File: config.mk
export PLATFORM = sky130hd
export DESIGN_NAME = pipeline_test_sequencer
export DESIGN_NICKNAME = d
export VERILOG_FILES = /design/src/rtl/pipeline_test_sequencer_pkg.sv /design/src/rtl/pipeline_test_sequencer_watchdog.sv /design/src/rtl/pipeline_test_sequencer.sv
export SDC_FILE = /design/constraint.sdc
export NUM_CORES = 1
export LEC_CHECK = 0
export CAP_MARGIN = 20
export CELL_PAD_IN_SITES_DETAIL_PLACEMENT = 0
export CELL_PAD_IN_SITES_GLOBAL_PLACEMENT = 2
export CORE_MARGIN = 5
export CORE_UTILIZATION = 31
export DETAILED_ROUTE_END_ITERATION = 7
export PLACE_DENSITY = 0.89
export SLEW_MARGIN = 30
export SYNTH_ARGS = -nofsm -noshare
export SYNTH_HDL_FRONTEND = slang
export SYNTH_SLANG_ARGS = --single-unit
File: constraint.sdc
create_clock -name aclk -period 3.1 [get_ports aclk]
set_input_delay 0.775 -clock aclk [delete_from_list [all_inputs] [get_ports aclk]]
set_output_delay 0.775 -clock aclk [all_outputs]
set_load 0.005 [all_outputs]
File: src/rtl/pipeline_test_sequencer_pkg.sv
// Shared types and defaults for the pipeline test sequencer.
// Holds the sequencer state encoding and the clear-length default.
package pipeline_test_sequencer_pkg;

    typedef enum logic [2:0] {
        S_IDLE  = 3'd0,
        S_CLEAR = 3'd1,
        S_RUN   = 3'd2,
        S_DRAIN = 3'd3,
        S_DONE  = 3'd4
    } seq_state_e;

    localparam int CLR_CYCLES_DEF = 2;

endpackage

File: src/rtl/pipeline_test_sequencer_watchdog.sv
// Output-progress watchdog for the test sequencer.
// Counts idle cycles while enabled; a zero limit disables it.
module seq_watchdog #(
    parameter int TMO_W = 16
) (
    input  logic             aclk,
    input  logic             areset,
    input  logic             en,
    input  logic             reload,
    input  logic [TMO_W-1:0] limit,
    output logic             expired
);

    localparam logic [TMO_W-1:0] ONE = TMO_W'(1);

    logic [TMO_W-1:0] cnt_q;
    logic [TMO_W-1:0] cnt_d;
    logic             armed;

    assign armed = en && (limit != '0);

    // A reload in the same cycle always beats expiry.
    assign expired = armed && !reload && (cnt_q == limit - ONE);

    // Next idle count: clear on reload, climb while armed, stop at limit.
    always_comb begin
        cnt_d = cnt_q;
        if (reload) begin
            cnt_d = '0;
        end else if (armed && (cnt_q != limit)) begin
            cnt_d = cnt_q + ONE;
        end
    end

    // Idle-count register.
    always_ff @(posedge aclk or posedge areset) begin
        if (areset) begin
            cnt_q <= '0;
        end else begin
            cnt_q <= cnt_d;
        end
    end

endmodule

File: src/rtl/pipeline_test_sequencer.sv
// Test sequencer: clears a pipeline under test, gates a run of beats,
// watches both handshakes and reports pass/timeout/data/extra results.
module pipeline_test_sequencer
    import pipeline_test_sequencer_pkg::*;
#(
    parameter int CNT_W      = 16,
    parameter int TMO_W      = 16,
    parameter int CLR_CYCLES = CLR_CYCLES_DEF
) (
    input  logic             aclk,
    input  logic             areset,
    input  logic             start,
    input  logic [CNT_W-1:0] num_txn,
    input  logic [TMO_W-1:0] timeout,
    input  logic             in_valid,
    input  logic             in_ready,
    input  logic             out_valid,
    input  logic             out_ready,
    input  logic             chk_error,
    output logic             chk_srst,
    output logic             in_en,
    output logic             busy,
    output logic             done,
    output logic             pass,
    output logic             tmo_err,
    output logic             data_err,
    output logic             extra_err,
    output logic [CNT_W-1:0] in_count,
    output logic [CNT_W-1:0] out_count
);

    localparam int CLR_W = (CLR_CYCLES > 1) ? $clog2(CLR_CYCLES) : 1;
    localparam logic [CLR_W-1:0] CLR_LAST = CLR_W'(CLR_CYCLES - 1);
    localparam logic [CLR_W-1:0] CLR_ONE  = CLR_W'(1);
    localparam logic [CNT_W-1:0] CNT_ONE  = CNT_W'(1);

    seq_state_e       state_q, state_d;
    logic [CLR_W-1:0] clr_q, clr_d;
    logic [CNT_W-1:0] num_q, num_d;
    logic [TMO_W-1:0] lim_q, lim_d;
    logic [CNT_W-1:0] in_cnt_q, in_cnt_d;
    logic [CNT_W-1:0] out_cnt_q, out_cnt_d;
    logic             tmo_q, tmo_d;
    logic             data_q, data_d;
    logic             extra_q, extra_d;
    logic             pass_q, pass_d;
    logic             done_q, done_d;

    logic active;
    logic start_acc;
    logic run_entry;
    logic in_fire;
    logic out_fire;
    logic wd_reload;
    logic wd_expired;

    assign active    = (state_q == S_RUN) || (state_q == S_DRAIN);
    assign start_acc = start && ((state_q == S_IDLE) || (state_q == S_DONE));
    assign run_entry = (state_q == S_CLEAR) && (clr_q == CLR_LAST)
                       && (num_q != '0);

    assign in_en     = (state_q == S_RUN) && (in_cnt_q < num_q);
    assign in_fire   = in_valid && in_ready && in_en;
    assign out_fire  = out_valid && out_ready && active;
    assign wd_reload = start_acc || run_entry || out_fire;

    assign chk_srst  = (state_q == S_CLEAR);
    assign busy      = (state_q == S_CLEAR) || active;
    assign done      = done_q;
    assign pass      = pass_q;
    assign tmo_err   = tmo_q;
    assign data_err  = data_q;
    assign extra_err = extra_q;
    assign in_count  = in_cnt_q;
    assign out_count = out_cnt_q;

    seq_watchdog #(
        .TMO_W (TMO_W)
    ) u_wdog (
        .aclk    (aclk),
        .areset  (areset),
        .en      (active),
        .reload  (wd_reload),
        .limit   (lim_q),
        .expired (wd_expired)
    );

    // Next-state, counter and result-flag logic for one run.
    always_comb begin
        state_d   = state_q;
        clr_d     = clr_q;
        num_d     = num_q;
        lim_d     = lim_q;
        in_cnt_d  = in_cnt_q;
        out_cnt_d = out_cnt_q;
        tmo_d     = tmo_q;
        data_d    = data_q;
        extra_d   = extra_q;
        pass_d    = pass_q;
        done_d    = 1'b0;
        unique case (state_q)
            S_IDLE, S_DONE: begin
                if (start) begin
                    state_d   = S_CLEAR;
                    clr_d     = '0;
                    num_d     = num_txn;
                    lim_d     = timeout;
                    in_cnt_d  = '0;
                    out_cnt_d = '0;
                    tmo_d     = 1'b0;
                    data_d    = 1'b0;
                    extra_d   = 1'b0;
                    pass_d    = 1'b0;
                end
            end
            S_CLEAR: begin
                if (clr_q == CLR_LAST) begin
                    state_d = (num_q == '0) ? S_DONE : S_RUN;
                end else begin
                    clr_d = clr_q + CLR_ONE;
                end
            end
            S_RUN, S_DRAIN: begin
                if (in_fire) begin
                    in_cnt_d = in_cnt_q + CNT_ONE;
                end
                if (out_fire) begin
                    if (out_cnt_q == num_q) begin
                        extra_d = 1'b1;
                    end
                    if (out_cnt_q != '1) begin
                        out_cnt_d = out_cnt_q + CNT_ONE;
                    end
                end
                if (chk_error) begin
                    data_d = 1'b1;
                end
                if (wd_expired) begin
                    tmo_d   = 1'b1;
                    state_d = S_DONE;
                end else if (state_q == S_RUN) begin
                    if (in_cnt_q == num_q) begin
                        state_d = S_DRAIN;
                    end
                end else if (out_cnt_d == num_q) begin
                    state_d = S_DONE;
                end
            end
            default: begin
                state_d = S_IDLE;
            end
        endcase
        if ((state_d == S_DONE) && (state_q != S_DONE)) begin
            done_d = 1'b1;
            pass_d = !tmo_d && !data_d && !extra_d && (out_cnt_d == num_q);
        end
    end

    // State, latched run parameters, counters and registered results.
    always_ff @(posedge aclk or posedge areset) begin
        if (areset) begin
            state_q   <= S_IDLE;
            clr_q     <= '0;
            num_q     <= '0;
            lim_q     <= '0;
            in_cnt_q  <= '0;
            out_cnt_q <= '0;
            tmo_q     <= 1'b0;
            data_q    <= 1'b0;
            extra_q   <= 1'b0;
            pass_q    <= 1'b0;
            done_q    <= 1'b0;
        end else begin
            state_q   <= state_d;
            clr_q     <= clr_d;
            num_q     <= num_d;
            lim_q     <= lim_d;
            in_cnt_q  <= in_cnt_d;
            out_cnt_q <= out_cnt_d;
            tmo_q     <= tmo_d;
            data_q    <= data_d;
            extra_q   <= extra_d;
            pass_q    <= pass_d;
            done_q    <= done_d;
        end
    end

endmodule
# Word level (Yosys, flattened, before mapping)

Index checks and enable logic that the tools add are counted.

Register bits after elaboration: 89
Input bits: 40
Output and inout port bits: 40
Word-level logic and storage cells: 107

Add/sub/neg operators: 5
Order comparisons: 1
Equal/unequal tests: 15
Multiplexer cells: 34
Reduce and logical (&&, ||, !) cells: 40

Operators with widths:

| operator                | number |
|---|---|
| $mux W16                | 8 |
| $eq A16 B16 Y1          | 5 |
| $pmux W16 S2            | 2 |
| $add A16 B1 Y16 const B | 3 |
| $reduce_bool A16 Y1     | 2 |
| $mux W3                 | 7 |
| $logic_and A1 B1 Y1     | 16 |
| $logic_not A16 Y1       | 1 |
| $lt A16 B16 Y1          | 1 |
| $ne A16 B16 Y1          | 1 |
| $ne A16 B16 Y1 const B  | 1 |
| $sub A16 B1 Y16 const B | 1 |
| $mux W1                 | 12 |
| $reduce_bool A2 Y1      | 5 |
| $pmux W3 S3             | 1 |
| $pmux W1 S2             | 4 |
| $eq A3 B2 Y1 const B    | 2 |
| $eq A3 B3 Y1 const B    | 2 |
| $reduce_and A2 Y1       | 3 |
| $logic_or A1 B1 Y1      | 5 |
| $logic_not A1 Y1        | 4 |
| $ne A2 B2 Y1 const B    | 2 |
| $reduce_or A2 Y1        | 2 |
| $eq A3 B1 Y1 const B    | 1 |
| 4 further kinds         | 4 |

# Longest topological paths before layout

Gate-level depths: netlist (run 1).

Depth in word-level cells: 15
Gate-level depth with buffers: 13
Depth with buffers taken out: 11

# Modules after synthesis

A second synthesis (run 1) with hierarchy kept.

Cells, all modules: 764
Area total of the unflattened synthesis: 6,508.7 sq um

By module, submodules not included:

| module                  | times used | cells each | area an instance (sq um) | sequential area each (sq um) |
|---|---|---|---|---|
| pipeline_test_sequencer | 1          | 569        | 4,870.9                  | 1,826.8 |
| seq_watchdog            | 1          | 195        | 1,637.8                  | 400.4 |

# Worst setup path before layout (run 1)

OpenSTA, ideal clock, no wires.

Path type: input to register
Start point: input out_ready
End point: register pass_q, in the netlist pass
Arrival time: 3.210 ns
Required time: 3.021 ns
Setup slack: -0.189 ns
Cell stages on the path: 9
Path buffers: 0
Path through: nand4b_2 > nor4_4 > mux2i_1 > xnor2_1 > nand4_1 > or4_1 > or3_4 > a31oi_4 > mux2i_1

Word-level cells in the longest chain between the ends: 13

RTL lines:

| element                                                                    | line                                                                   | RTL |
|---|---|---|
| from (decl)                                                                | pipeline_test_sequencer.sv:18                                          | `input logic out_ready,` |
| $logic_and A1 B1 Y1 * (2 in series)                                        | pipeline_test_sequencer.sv:64                                          | `assign out_fire = out_valid && out_ready && active;` |
| $mux W16 / $logic_or A1 B1 Y1 (equally long branches)                      | pipeline_test_sequencer.sv:127, pipeline_test_sequencer.sv:65          |  |
| $mux W16 / $logic_not A1 Y1 (equally long branches)                        | pipeline_test_sequencer.sv:101, pipeline_test_sequencer_watchdog.sv:23 |  |
| $eq A16 B16 Y1 / $logic_and A1 B1 Y1 (equally long branches)               | pipeline_test_sequencer.sv:145, pipeline_test_sequencer_watchdog.sv:23 |  |
| $mux W3 / $logic_and A1 B1 Y1 (equally long branches)                      | pipeline_test_sequencer.sv:145, pipeline_test_sequencer_watchdog.sv:23 |  |
| $mux W3 / $mux W1 (equally long branches)                                  | pipeline_test_sequencer.sv:141, pipeline_test_sequencer.sv:138         |  |
| $mux W3 / $pmux W1 S2 (equally long branches)                              | pipeline_test_sequencer.sv:138, pipeline_test_sequencer.sv:101         |  |
| $pmux W3 S3 / $logic_not A1 Y1 (equally long branches)                     | pipeline_test_sequencer.sv:101, pipeline_test_sequencer.sv:155         |  |
| $eq A3 B3 Y1 / $logic_and A1 B1 Y1 (equally long branches)                 | pipeline_test_sequencer.sv:153, pipeline_test_sequencer.sv:155         |  |
| $logic_and A1 B1 Y1, on equally long branches                              | pipeline_test_sequencer.sv:153, pipeline_test_sequencer.sv:155         |  |
| $reduce_bool A2 Y1 (no line) / $logic_and A1 B1 Y1 (equally long branches) | n/a                                                                    |  |
| $reduce_and A2 Y1 (no line) / $mux W1 (equally long branches)              | n/a                                                                    |  |
| to (signal assigned)                                                       | pipeline_test_sequencer.sv:183                                         | `pass_q <= pass_d;` |
| to (decl)                                                                  | pipeline_test_sequencer.sv:46                                          | `logic pass_q, pass_d;` |

Mark *: on every way between the ends. The rest lies on a longest branch, timed or not. The select of a mux whose other input is x is not followed.
A chain may end at the register's enable or synchronous reset.

# Worst setup path after layout (run 1)

Start point: register num_q[9]
End point: output in_en

Word-level cells in the longest chain between the ends: 2

RTL lines:

| element                | line                           | RTL |
|---|---|---|
| from (decl)            | pipeline_test_sequencer.sv:39  | `logic [CNT_W-1:0] num_q, num_d;` |
| from (signal assigned) | pipeline_test_sequencer.sv:176 | `num_q <= num_d;` |
| $lt A16 B16 Y1         | pipeline_test_sequencer.sv:62  | `assign in_en = (state_q == S_RUN) && (in_cnt_q < num_q);` |
| $logic_and A1 B1 Y1    | pipeline_test_sequencer.sv:62  |  |
| to (decl)              | pipeline_test_sequencer.sv:21  | `output logic in_en,` |

Every way passes these cells.

==> results of run 1 <==
-- synth_stat cells (3+ instances only) --
cell,number,area share [%]
nand2_1,112,6.9
dfrtp_1,89,36
nor2_1,59,3.6
xor2_1,46,6.6
xnor2_1,43,6.1
o21ai_0,38,3.1
inv_1,29,1.8
nand3_1,28,2.3
clkbuf_1,27,1.7
nand4_1,25,2.6
a21oi_1,22,1.8
ha_1,21,4.3
nor3_1,17,1.4
nor4_1,17,1.7
and3_1,15,1.5
or3_1,11,1.1
a31oi_1,10,1.0
mux2i_1,10,1.6
buf_2,9,0.74
nor2b_1,8,0.82
and4_1,7,1.0
a21o_1,6,0.74
nand2b_1,5,0.51
or4_1,4,0.49
and2_1,3,0.31
buf_1,3,0.18
o211ai_1,3,0.37
-- logic make-up (layout without fill, tap and decap cells) --
kind of cell,count (synthesis),count (layout),synth area share (%)
muxes,11,11,1.82
DFF,89,89,36.4
xor gates and xnor gates,89,89,12.7
buffers and inverters,70,254,4.56
and+or+nand+nor,331,331,28.1
AOI/OAI and AO/OA,113,113,12.1
adders and majority gates,21,21,4.29
-- worst paths after layout --
kind | start | to | slack (ns) | cells after the start
setup / recovery | num_q[9]$_DFFE_PP0P_ | in_en | 0.05 | 10
hold / removal | lim_q[12]$_DFFE_PP0P_ | lim_q[12]$_DFFE_PP0P_ | 0.52 | 2
setup reg to reg | out_count[6]$_DFF_PP0_ | pass$_DFFE_PP0P_ | 0.12 | 11
hold reg to reg | lim_q[12]$_DFFE_PP0P_ | lim_q[12]$_DFFE_PP0P_ | 0.52 | 2
max in group asynchronous | areset | lim_q[14]$_DFFE_PP0P_ | 1.96 | 3
min in group asynchronous | areset | in_count[6]$_DFFE_PP0P_ | 0.86 | 3
-- timing repair --
| item | CTS | global route |
|---|---|---|
| setup endpoints to repair | 8 | 3 |
| pin swaps | 5 | 11 |
| endpoints found under the hold margin | 0 | 0 |
| resized for setup | 17 | 27 |
| setup buffers | 3 | 5 |
-- metrics by stage --
stage / total power, mW / util, % / setup WS [ns] / hold slack, ns / instances
final: 6.26 / 44.3 / 0.0505 / 0.522 / 1173
after global routing: 6.69 / 44.3 / -0.0927 / 0.574 / 1173
after detailed placement: 4.80 / 41.3 / -0.665 / 0.521 / 1149
after CTS: 6.21 / 43.5 / -0.0136 / 0.530 / 1168
after floorplan: 3.47 / - / -0.0350 / 0.480 / 724
after global placement: 4.80 / 41.3 / -0.652 / 0.511 / 1149
-- state kept, by name, indices dropped and copies added (netlist names) --
signal / count
clr_q: 1
data_err: 1
done: 1
extra_err: 1
in_count: 16
lim_q: 16
num_q: 16
out_count: 16
pass: 1
state_q: 3
tmo_err: 1
u_wdog.cnt_q: 16
-- placed cells by master (no fill, tap or decap), drive strengths merged, types with 3 or more instances in the layout --
cell / n
or3: 12
inv: 31
nor2b: 8
clkbuf: 10
nand3: 29
nor2: 59
mux2i: 10
dfrtp: 89
o211ai: 3
xor2: 46
and4: 7
a21o: 6
buf: 130
and3: 15
ha: 21
nor4: 21
clkdlybuf4s50: 76
nand4: 27
o21ai: 38
a31oi: 11
a21oi: 22
bufinv: 3
nand2: 112
nand2b: 5
xnor2: 43
or4: 4
nor3: 17
and2: 3
-- critical path, delay by kind of cell (launching register included) --
family / cells / cell delay, ns
AOI/OAI and AO/OA: 4 / 0.78
DFF: 1 / 0.39
buffers and inverters: 3 / 0.38
adders and majority gates: 1 / 0.20
and+or+nand+nor: 2 / 0.19
-- power by group --
part           internal (mW)  switching (mW)
Sequential              1.45           0.289
Combinational           1.50            1.71
Clock                  0.799           0.525
Total                   3.74            2.52
-- per-layer routing --
layer | vias up | global-route usage [%] | share of wire, %
met2 | 163 | 27.2 | 42
met3 | 38 | 3.58 | 5.6
met4 | 0 | 6.54 | 3.2
li1 | 2912 | - | -
met5 | - | 0 | 0
met1 | 2898 | 27.4 | 49
-- layout make-up --
cell class,count,area [um2]
Sequential cell,89,2230
Tap cell,265,332
Multi-Input combinational cell,565,3790
Timing Repair Buffer,209,1810
Clock inverter,7,124
Clock buffer,9,225
Inverter,29,113
Fill cell,1919,10800
==> flow_summary.ini, run 1 <==
[clock_tree]
clock_path_buffers = 2
cts_hold_buf = 0
cts_tree = done
cts-buffers-inserted = 9
h-tree-depth = 3
clkSinkCount = 89
cts-root-buf = clkbuf_16
insertion_delay_ns = 0.35
cts.reportedPaths.clkPinSlew_ns = 0.06

[final_layout]
area_delta_synth_final_pct = 40.8
fin_area_um2 = 8620
layout-drive-gt1-share_pct = 21.4
antenna_cells = 0
fin_nets = 964

[grt]
grt_max_degree = 59
grt-ovfl-total = 0
grt_use_total_pct = 18.6
grt_pass1_vias = 5871
antenna_found_initial = 0
grt_pass1_wl_um = 32900

[timing]
fin_tns_setup_ns = 0
setup_violations = 0
layout_min_cycle_time_ns = 3.05
tightest_slew_ns = 0.546
fin_crit_sh_pct = 98.4
rsz0062_at_grt = true
hold_viol_final = 0
clock.fmax_mhz = 328
drv_slew = 0
relSlewSlack_pct = 63.4
finClkSkew_ns = 0.0118

[setup_path]
slowest_stage = dfrtp_1
startpoint_type = flip-flop
worstPathRequired_ns = 2.32
endpoint_kind = output pin
critPathMaxFanout = 2
cp_cell_sequence = inv_2 > ha_4 > a21o_1 > a21o_1 > a21oi_2 > nor2_1 > a2111oi_2 > buf_4 > and2_1 > clkbuf_2
arrival_ns = 2.27
critical_path_class = flip-flop to output pin
slowest_delay_ns = 0.39
cpMostUsedCell = a21o_1

[pwr]
max-vdd-ir-drop_mv = 0.304
p_per_area_nw_per_um2 = 726
leakage_nw = 3.89

[placed_design]
dp_hpwl_um = 16100
place.gp.congestion = 0.922
numPortBuffers = 79
place_area_um2 = 8050

[floorplan]
start_util_pct = 31.5
io_pins = 80
coreArea_um2 = 19500
die_w_um = 151
die-area_um2 = 22700
row_count = 51
die_y_um = 151

[run]
maxCapViolations = 0

[status]
status = finished, final reports clean

[synth]
synth_seq_cells = 89
ys_warn_count = 0
synth.avg_cell_area_um2 = 8.46
synthCells = 724
synth-main-ff-cell = dfrtp_1
ys_seq_area_share_pct = 36.4
synth_cell_types = 68
syn-num-nets = 785
synthesis.area_um2 = 6120
synth-edff-count = 0
async_flop_share_pct = 100

[routing]
final_antenna_net_count = 0
dr.first_iter.drc_count = 375
drt-wirelength-per-cell_um = 17.7
viasPerCell = 5.12
route.detailed.drc = 0
routed_wl_um = 20700
firstDrtPassIters = 5
via_count = 6011

[hold_path]
hold_class = flip-flop to flip-flop
Power figures use the tool's default switching activity.
==> inputs of run 2 (changes only) <==
PLACE_DENSITY = 0.88   (was 0.89)
SYNTH_HIERARCHICAL = 1   (was not set)
==> run 2 against run 1 <==
Effect of this change: first-iteration DRC count is 22% higher; largest power group unchanged; sequential power is 11% lower; wire length is 9.7% higher; count of clock-buffer cells in the layout stayed put; hold slack better by 0.025 ns; critical path type unchanged; sequential cell count stayed put; fmax is 2.6% higher.
==> flow_summary.ini, run 2 <==
[grt]
grt_pass1_wl_um = 36300
grt_use_total_pct = 19.2
grt-ovfl-total = 0
grt_max_degree = 57
grt_pass1_vias = 6295
antenna_found_initial = 0

[timing]
fin_crit_sh_pct = 95.9
setup_violations = 0
finClkSkew_ns = 0.0113
layout_min_cycle_time_ns = 2.97
drv_slew = 0
relSlewSlack_pct = 55.7
tightest_slew_ns = 0.665
fin_tns_setup_ns = 0
clock.fmax_mhz = 336
finalHoldWorstSlack_ns = 0.546
hold_viol_final = 0
rsz0062_at_grt = true

[clock_tree]
cts-root-buf = clkbuf_16
insertion_delay_ns = 0.36
clock_path_buffers = 2
cts_tree = done
cts-buffers-inserted = 9
h-tree-depth = 3
cts.reportedPaths.clkPinSlew_ns = 0.08
clkSinkCount = 89

[synth]
synthCells = 764
ys_warn_count = 6
yosys.area.top_type = dfrtp_1
synth.avg_cell_area_um2 = 8.52
ys_seq_area_share_pct = 34.2
synthesis.area_um2 = 6510
synth-main-ff-cell = dfrtp_1
synth_cell_types = 77
syn-num-nets = 825
synth-edff-count = 0
synth_commonest_cells = nand2_1, dfrtp_1, nor2_1
synth_seq_cells = 89
async_flop_share_pct = 100
yosysMostFrequentCell = nand2_1
synthTopCellsByArea = dfrtp_1, xnor2_1, nand2_1, ha_1, nor2_1
synth_top_area_share_pct = 34.2

[final_layout]
layout-drive-gt1-share_pct = 21.1
multi_input_area_um2 = 4090
fillers = 2105
stdcell_count = 1216
antenna_cells = 0
final_cell_mix = buf_4, nand2_1, dfrtp_1, clkdlybuf4s50_1, nor2_1
seqCellArea_um2 = 2230
fin_nets = 998
layout_commonest_cell = buf_4
area_delta_synth_final_pct = 36.8

[placed_design]
dp_hpwl_um = 17700
numPortBuffers = 79
post-place-cells = 1196
place.gp.congestion = 0.956

[routing]
route.detailed.drc = 0
firstDrtPassIters = 5
viasPerCell = 5.23
routed_wl_um = 22700
dr.first_iter.drc_count = 459
drt-wirelength-per-cell_um = 18.7
final_antenna_net_count = 0
via_count = 6361

[pwr]
leakage_nw = 3.87
p_per_area_nw_per_um2 = 525
max-vdd-ir-drop_mv = 0.293
total_power_mw = 4.68

[floorplan]
coreArea_um2 = 20800
io_pins = 80
die_w_um = 155
die-area_um2 = 24000
start_util_pct = 31.3
row_count = 53
die_y_um = 155

[setup_path]
r2r-end = pass$_DFFE_PP0P_
rr_worst_depth = 15
reg2reg_slack_ns = 0.16
critical_path_class = flip-flop to output pin
arrival_ns = 2.20
endpoint_kind = output pin
timing.rr.start = num_q[14]$_DFFE_PP0P_
worstPathRequired_ns = 2.32
critPathMaxFanout = 2
startpoint_type = flip-flop

[hold_path]
hold_class = flip-flop to flip-flop
whs_endpoint = lim_q[14]$_DFFE_PP0P_
holdPathStages = 2
hp-start = lim_q[14]$_DFFE_PP0P_

[run]
maxCapViolations = 0

[status]
status = finished, final reports clean
[run 2: cell types whose count changed after synthesis, sizes merged, moves of 6 or more]
| cell | change |
|---|---|
| o21ai | -6 |
| nand2 | -11 |
| o211ai | +7 |
| xor2 | -26 |
| buf | +6 |
| inv | +8 |
| nand4 | +9 |
| nand3 | +12 |
| a2111oi | +6 |
| xnor2 | +8 |
[run 2: layout make-up]
cell class	count	share of cell area (%)
multi-input cells	595	46.0
flip-flops and latches	89	25.1
repair buffers	204	20.1
well taps	275	3.87
clock buffers	9	2.53
inverters	38	1.62
clock inverters	6	0.843
[run 2: worst max-delay path by stage]
stage | startpoint | endpoint | slack, ns
after global placement | out_ready | state_q[0]$_DFF_PP0_ | -0.39
after detailed placement | out_ready | state_q[0]$_DFF_PP0_ | -0.42
after CTS | num_q[5]$_DFFE_PP0P_ | in_en | 0.002
final | num_q[1]$_DFFE_PP0P_ | in_en | 0.13
after floorplan | start | pass$_DFFE_PP0P_ | -0.32
after global routing | lim_q[7]$_DFFE_PP0P_ | pass$_DFFE_PP0P_ | -0.08
[run 2: stage by stage]
stage | utilization (%) | cell area [um2] | setup WS (ns)
after floorplan | - | 6570 | -0.321
after global placement | 40.3 | 8390 | -0.392
after detailed placement | 40.3 | 8390 | -0.423
after CTS | 42.1 | 8770 | 0.00186
after global routing | 42.8 | 8900 | -0.0846
final | 42.8 | 8900 | 0.127
[run 2: cell families after synthesis]
family,share of synthesized area [%]
XOR/XNOR,9.55
buffers and inverters,5.29
multiplexers,2.88
adder cells (fa/ha/maj),4.04
AND/OR/NAND/NOR,28.3
AO/OA/AOI/OAI,15.7
flip-flops,34.2
[run 2: layer usage]
metal	track usage [%]	share of wire (%)	vias up	wire, um
met3	2.89	4.6	52	1050
met2	29.4	45	188	10200
met1	27.3	47	3006	10600
met4	7.44	3.6	0	828
met5	0	0	-	0
li1	-	-	3115	-
[run 2: what timing repair did]
| action | CTS | global route |
|---|---|---|
| hold buffers | 0 | 0 |
| buffers inserted | 2 | 2 |
| pin swaps | 13 | 12 |
| cloned | 1 | 0 |
| setup endpoints to repair | 3 | 5 |
| hold endpoints to repair | 0 | 0 |
| gates resized for setup | 11 | 28 |
[run 2: worst max-delay path: stages (launching register included)]
cell and delay, ns:
dfrtp_1 0.38, inv_1 0.09, ha_1 0.29, nor2b_1 0.13, o21a_1 0.11, o21ai_0 0.08
a2111oi_2 0.52, a211oi_2 0.09, clkbuf_2 0.14
[run 2: power by group]
| group | switching (mW) | internal, mW | leakage (nW) |
|---|---|---|---|
| registers | 0.224 | 1.32 | 1.14 |
| logic | 1.02 | 0.942 | 2.59 |
| clock network | 0.533 | 0.636 | 0.145 |
| total | 1.78 | 2.90 | 3.87 |
